`config.mk`:
```
export PLATFORM = sky130hd
export DESIGN_NAME = code_lock_ctrl
export DESIGN_NICKNAME = d
export VERILOG_FILES = /design/src/rtl/code_lock_ctrl.sv
export SDC_FILE = /design/constraint.sdc
export NUM_CORES = 1
export LEC_CHECK = 0
export ABC_AREA = 1
export BUFFER_PORTS_ARGS = -buffer_cell sky130_fd_sc_hd__clkbuf_2
export CAP_MARGIN = 20
export CORE_ASPECT_RATIO = 1.25
export CORE_MARGIN = 2
export CORE_UTILIZATION = 33
export DETAILED_ROUTE_END_ITERATION = 12
export GPL_TIMING_DRIVEN = 0
export PLACE_DENSITY = 0.58
export SLEW_MARGIN = 25
export SYNTH_ARGS = -nofsm -noshare
export SYNTH_HDL_FRONTEND = slang
export SYNTH_SLANG_ARGS = --single-unit
```
`constraint.sdc`:
```
create_clock -name i_clk -period 1.5 [get_ports i_clk]
set_input_delay 0.15 -clock i_clk [delete_from_list [all_inputs] [get_ports i_clk]]
set_output_delay 0.15 -clock i_clk [all_outputs]
set_load 0.01 [all_outputs]
```
`src/rtl/code_lock_ctrl.sv`:
```
// Multi-digit combination lock sequencer built around a W-bit XOR-reduce equality check.
// Holds a programmable secret, counts consecutive failures and enforces a timed lockout.
module code_lock_ctrl #(
   parameter int W           = 5,
   parameter int DIGITS      = 3,
   parameter int MAX_FAILS   = 3,
   parameter int LOCK_CYCLES = 1000,
   localparam int IW = ($clog2(DIGITS) > 1) ? $clog2(DIGITS) : 1,
   localparam int FW = $clog2(MAX_FAILS + 1)
) (
   input  logic          i_clk,
   input  logic          i_rst,
   input  logic          i_digit_valid,
   input  logic [W-1:0]  i_digit,
   input  logic          i_clr,
   input  logic          i_lock,
   input  logic          i_prog_we,
   input  logic [IW-1:0] i_prog_idx,
   input  logic [W-1:0]  i_prog_data,
   output logic          o_unlocked,
   output logic          o_err,
   output logic          o_lockout,
   output logic [IW-1:0] o_digit_cnt,
   output logic [FW-1:0] o_fail_cnt
);

   localparam int TW = ($clog2(LOCK_CYCLES) > 1) ? $clog2(LOCK_CYCLES) : 1;

   localparam logic [1:0] ST_ENTER   = 2'd0;
   localparam logic [1:0] ST_OPEN    = 2'd1;
   localparam logic [1:0] ST_LOCKOUT = 2'd2;

   localparam logic [IW-1:0] LAST_IDX   = IW'(DIGITS - 1);
   localparam logic [FW-1:0] FAIL_LIMIT = FW'(MAX_FAILS);
   localparam logic [TW-1:0] TIMER_LOAD = TW'(LOCK_CYCLES - 1);

   logic [1:0]    r_state;
   logic [W-1:0]  r_secret [DIGITS];
   logic [IW-1:0] r_digit_cnt;
   logic          r_mis;
   logic [FW-1:0] r_fail_cnt;
   logic [TW-1:0] r_timer;
   logic          r_err;

   logic          w_mis_next;
   logic          w_last;
   logic          w_idx_ok;
   logic [FW-1:0] w_fail_inc;

   // Mismatch accumulates across digits so a wrong combination is only revealed at the end.
   assign w_mis_next = r_mis | (|(i_digit ^ r_secret[r_digit_cnt]));
   assign w_last     = (r_digit_cnt == LAST_IDX);
   assign w_idx_ok   = (32'(i_prog_idx) < 32'(DIGITS));
   assign w_fail_inc = r_fail_cnt + FW'(1);

   always_ff @(posedge i_clk) begin
      if (i_rst) begin
         r_state     <= ST_ENTER;
         r_digit_cnt <= '0;
         r_mis       <= 1'b0;
         r_fail_cnt  <= '0;
         r_timer     <= '0;
         r_err       <= 1'b0;
         for (int unsigned i = 0; i < DIGITS; i++) begin
            r_secret[i] <= '0;
         end
      end else begin
         r_err <= 1'b0;
         case (r_state)
            ST_ENTER: begin
               if (i_clr) begin
                  r_digit_cnt <= '0;
                  r_mis       <= 1'b0;
               end else if (i_digit_valid) begin
                  if (!w_last) begin
                     r_digit_cnt <= r_digit_cnt + IW'(1);
                     r_mis       <= w_mis_next;
                  end else begin
                     r_digit_cnt <= '0;
                     r_mis       <= 1'b0;
                     if (!w_mis_next) begin
                        r_state    <= ST_OPEN;
                        r_fail_cnt <= '0;
                     end else begin
                        r_err      <= 1'b1;
                        r_fail_cnt <= w_fail_inc;
                        if (w_fail_inc == FAIL_LIMIT) begin
                           r_state <= ST_LOCKOUT;
                           r_timer <= TIMER_LOAD;
                        end
                     end
                  end
               end
            end
            ST_OPEN: begin
               if (i_prog_we && w_idx_ok) begin
                  r_secret[i_prog_idx] <= i_prog_data;
               end
               if (i_lock) begin
                  r_state <= ST_ENTER;
               end
            end
            ST_LOCKOUT: begin
               if (r_timer == '0) begin
                  r_state    <= ST_ENTER;
                  r_fail_cnt <= '0;
               end else begin
                  r_timer <= r_timer - TW'(1);
               end
            end
            default: r_state <= ST_ENTER;
         endcase
      end
   end

   assign o_unlocked  = (r_state == ST_OPEN);
   assign o_lockout   = (r_state == ST_LOCKOUT);
   assign o_err       = r_err;
   assign o_digit_cnt = r_digit_cnt;
   assign o_fail_cnt  = r_fail_cnt;

endmodule

```
==> impl_metrics.ini <==
[outcome]
status = complete, but fails checks
violations = setup timing

[layout]
area_growth_pct = 30.8
drive_gt1_share_pct = 32.2
insertedDiodeCount = 0
finalNetCount = 346
fin_cells = 411
n_fill_cell = 657

[detailed_routing]
vias = 1925
routed_via_density = 4.68
wire_per_inst_um = 12.4
wl_um = 5090
firstDrtPassIters = 4
ant_nets = 0
drc_errors = 0
drtIter0Drc = 104

[timing]
finalHoldViolCount = 0
setup_viol = 11
period_minus_slack_ns = 1.64
fin_crit_sh_pct = 109
fin_setup_tns_ns = -1.42
rsz0062_at_grt = yes
setup_ws_ns = -0.141
max_freq_ghz = 0.609
skew_ns = 0.00426
drv_slew = 0

[cts]
cts_tree = built
cts_inserted_buffers = 5
clock-sinks = 40
clockBufferDepth = 2
hold_buffers = 0
clkTransAtPathRegs_ns = 0.08
cts_root_buf = clkbuf_8
htreeDepth = 2
insertion_delay_ns = 0.29

[floorplan]
ioPinCount = 25
num_rows = 32
start_util_pct = 33.9
dieArea_mm2 = 0.00700
die_y_um = 93.0
coreArea_mm2 = 0.00617
die_width_um = 75.2

[synth]
synth-main-ff-cell = edfxtp_1
ys_async_sr_fraction_pct = 0
synthTopCellsByArea = edfxtp_1 (29%), dfxtp_1 (19%), nand2_1 (12%)
synth_edf_count = 20
synth_most_common_cell = nand2_1
synth_seq_cells = 40
seq_area_frac_synth_pct = 47.8
synthesis.area_mm2 = 0.00209
synth.distinct_cells = 26
ys_top_cells_by_count = nand2_1 (67), nor2_1 (50), inv_1 (30)
synth.avg_cell_area_um2 = 7.47
syn_inst = 280
synth_top_area_cell = edfxtp_1
yosys_warnings = 0
synth_top_area_share_pct = 28.7

[flow_run]
max_cap_violations = 0

[power_and_ir_drop]
peakVddDrop_mv = 0.383
power_density_mw_per_mm2 = 798
p_leak_nw = 1.20

[worst_setup_path]
arrival_ns = 1.83
worst-setup-path-type = reg -> reg
crit_required_ns = 1.69
end_kind = flop
crit_fanout = 5
start_kind = flop
r2r_setup_slack_ns = -0.14

[global_routing]
overflow = 0
grt_pass1_wl_um = 8160
grt_max_degree = 13
track_usage_pct = 15.2
grt_pass1_vias = 1822
antenna_found_initial = 0

[placement]
numPortBuffers = 24
gp_congestion = 0.783
dp_hpwl_um = 3450
place_inst = 393

[worst_hold_path]
hp-class = in -> reg
-- worst max-delay path: stages, from the launching register on --
cell and delay (ns):
dfxtp_4 0.39, buf_6 0.13, nand2_1 0.06, nand3_2 0.07
nand2_1 0.06, nand2_1 0.05, nand2_1 0.07, nor2_2 0.15
nand4_1 0.12, buf_6 0.15, buf_6 0.13, a21oi_2 0.11
nor2_1 0.05
-- layer usage --
metal | routed length (um) | global-route usage (%) | part of all wire [%]
met1 | 2230 | 18.8 | 44
met5 | 0 | 0 | 0
met2 | 2590 | 26.2 | 51
met3 | 189 | 3.23 | 3.7
met4 | 81 | 4.39 | 1.6
-- cells in the final DEF (no fill, tap or decap), types with 6 or more instances in the layout --
cell / instances
inv_1: 28
a21oi_2: 12
nand3_2: 14
edfxtp_1: 20
buf_4: 6
nor3_1: 8
clkbuf_2: 24
buf_6: 9
a21oi_1: 8
nand2_1: 54
nor2_1: 44
nor2_2: 6
nand2_2: 11
nand3_1: 14
dfxtp_1: 16
-- per-stage QoR --
step / setup WS, ns / utilization (%) / total power, mW / cell area, um^2 / hold WS (ns)
after floorplan: 0.0197 / - / 1.36 / 2110 / 0.219
after global placement: -0.228 / 37.9 / 1.43 / 2340 / 0.345
after detailed placement: -0.242 / 37.9 / 1.43 / 2340 / 0.348
after CTS: -0.147 / 41.8 / 2.17 / 2570 / 0.0490
after global routing: -0.251 / 44.4 / 2.28 / 2740 / 0.0473
final: -0.141 / 44.4 / 2.18 / 2740 / 0.0541
-- cells by family (layout without fill, tap and decap cells) --
| logic type | count (synthesis) | count (layout) | share of synthesized area [%] |
|---|---|---|---|
| buf+inv | 39 | 81 | 7.78 |
| fa+ha+maj | 3 | 3 | 1.79 |
| other cells | 1 | 5 | 0.179 |
| simple gates | 167 | 167 | 34.0 |
| flops | 40 | 40 | 47.8 |
| xor+xnor | 1 | 1 | 0.419 |
| compound gates | 29 | 29 | 7.96 |
-- report_power, final --
part	leakage [nW]	total [mW]	internal (mW)	switching, mW
Clock	0.0422	0.693	0.327	0.366
Combinational	0.793	0.288	0.117	0.171
Sequential	0.368	1.20	1.18	0.0230
-- state kept, by name, summed over array words and instances, names as in the netlist, named ones only --
name / count
r_secret: 20
r_timer: 10
o_digit_cnt: 2
o_fail_cnt: 2
r_state: 2
o_err: 1
r_mis: 1
-- layout make-up --
type / instances / area [um^2] / share of cell area [%]
clock buffer: 7 / 76.3 / 2.79
sequential: 40 / 1010 / 36.9
buffer: 6 / 61.3 / 2.24
clock inverter: 1 / 5.00 / 0.183
tap: 85 / 106 / 3.89
timing repair buffer: 34 / 210 / 7.68
multi-input combinational: 205 / 1140 / 41.6
inverter: 33 / 129 / 4.71
-- repair_timing --
item                       in CTS  in global routing
resized for setup              33                 41
cloned                          3                  0
setup endpoints to repair      36                 37
pin swaps                       5                 18
buffers inserted                5                  2
-- path summary, 6_finish.rpt --
check                           cells past startpoint            from             end
worst min-delay path                                1  i_prog_data[2]  r_secret[3][2]
worst max register to register                     12            flop      r_timer[9]
worst max-delay path                               12            flop      r_timer[9]
worst min register to register                      2           r_mis           r_mis
No activity file was read; power rests on OpenSTA's default activity.
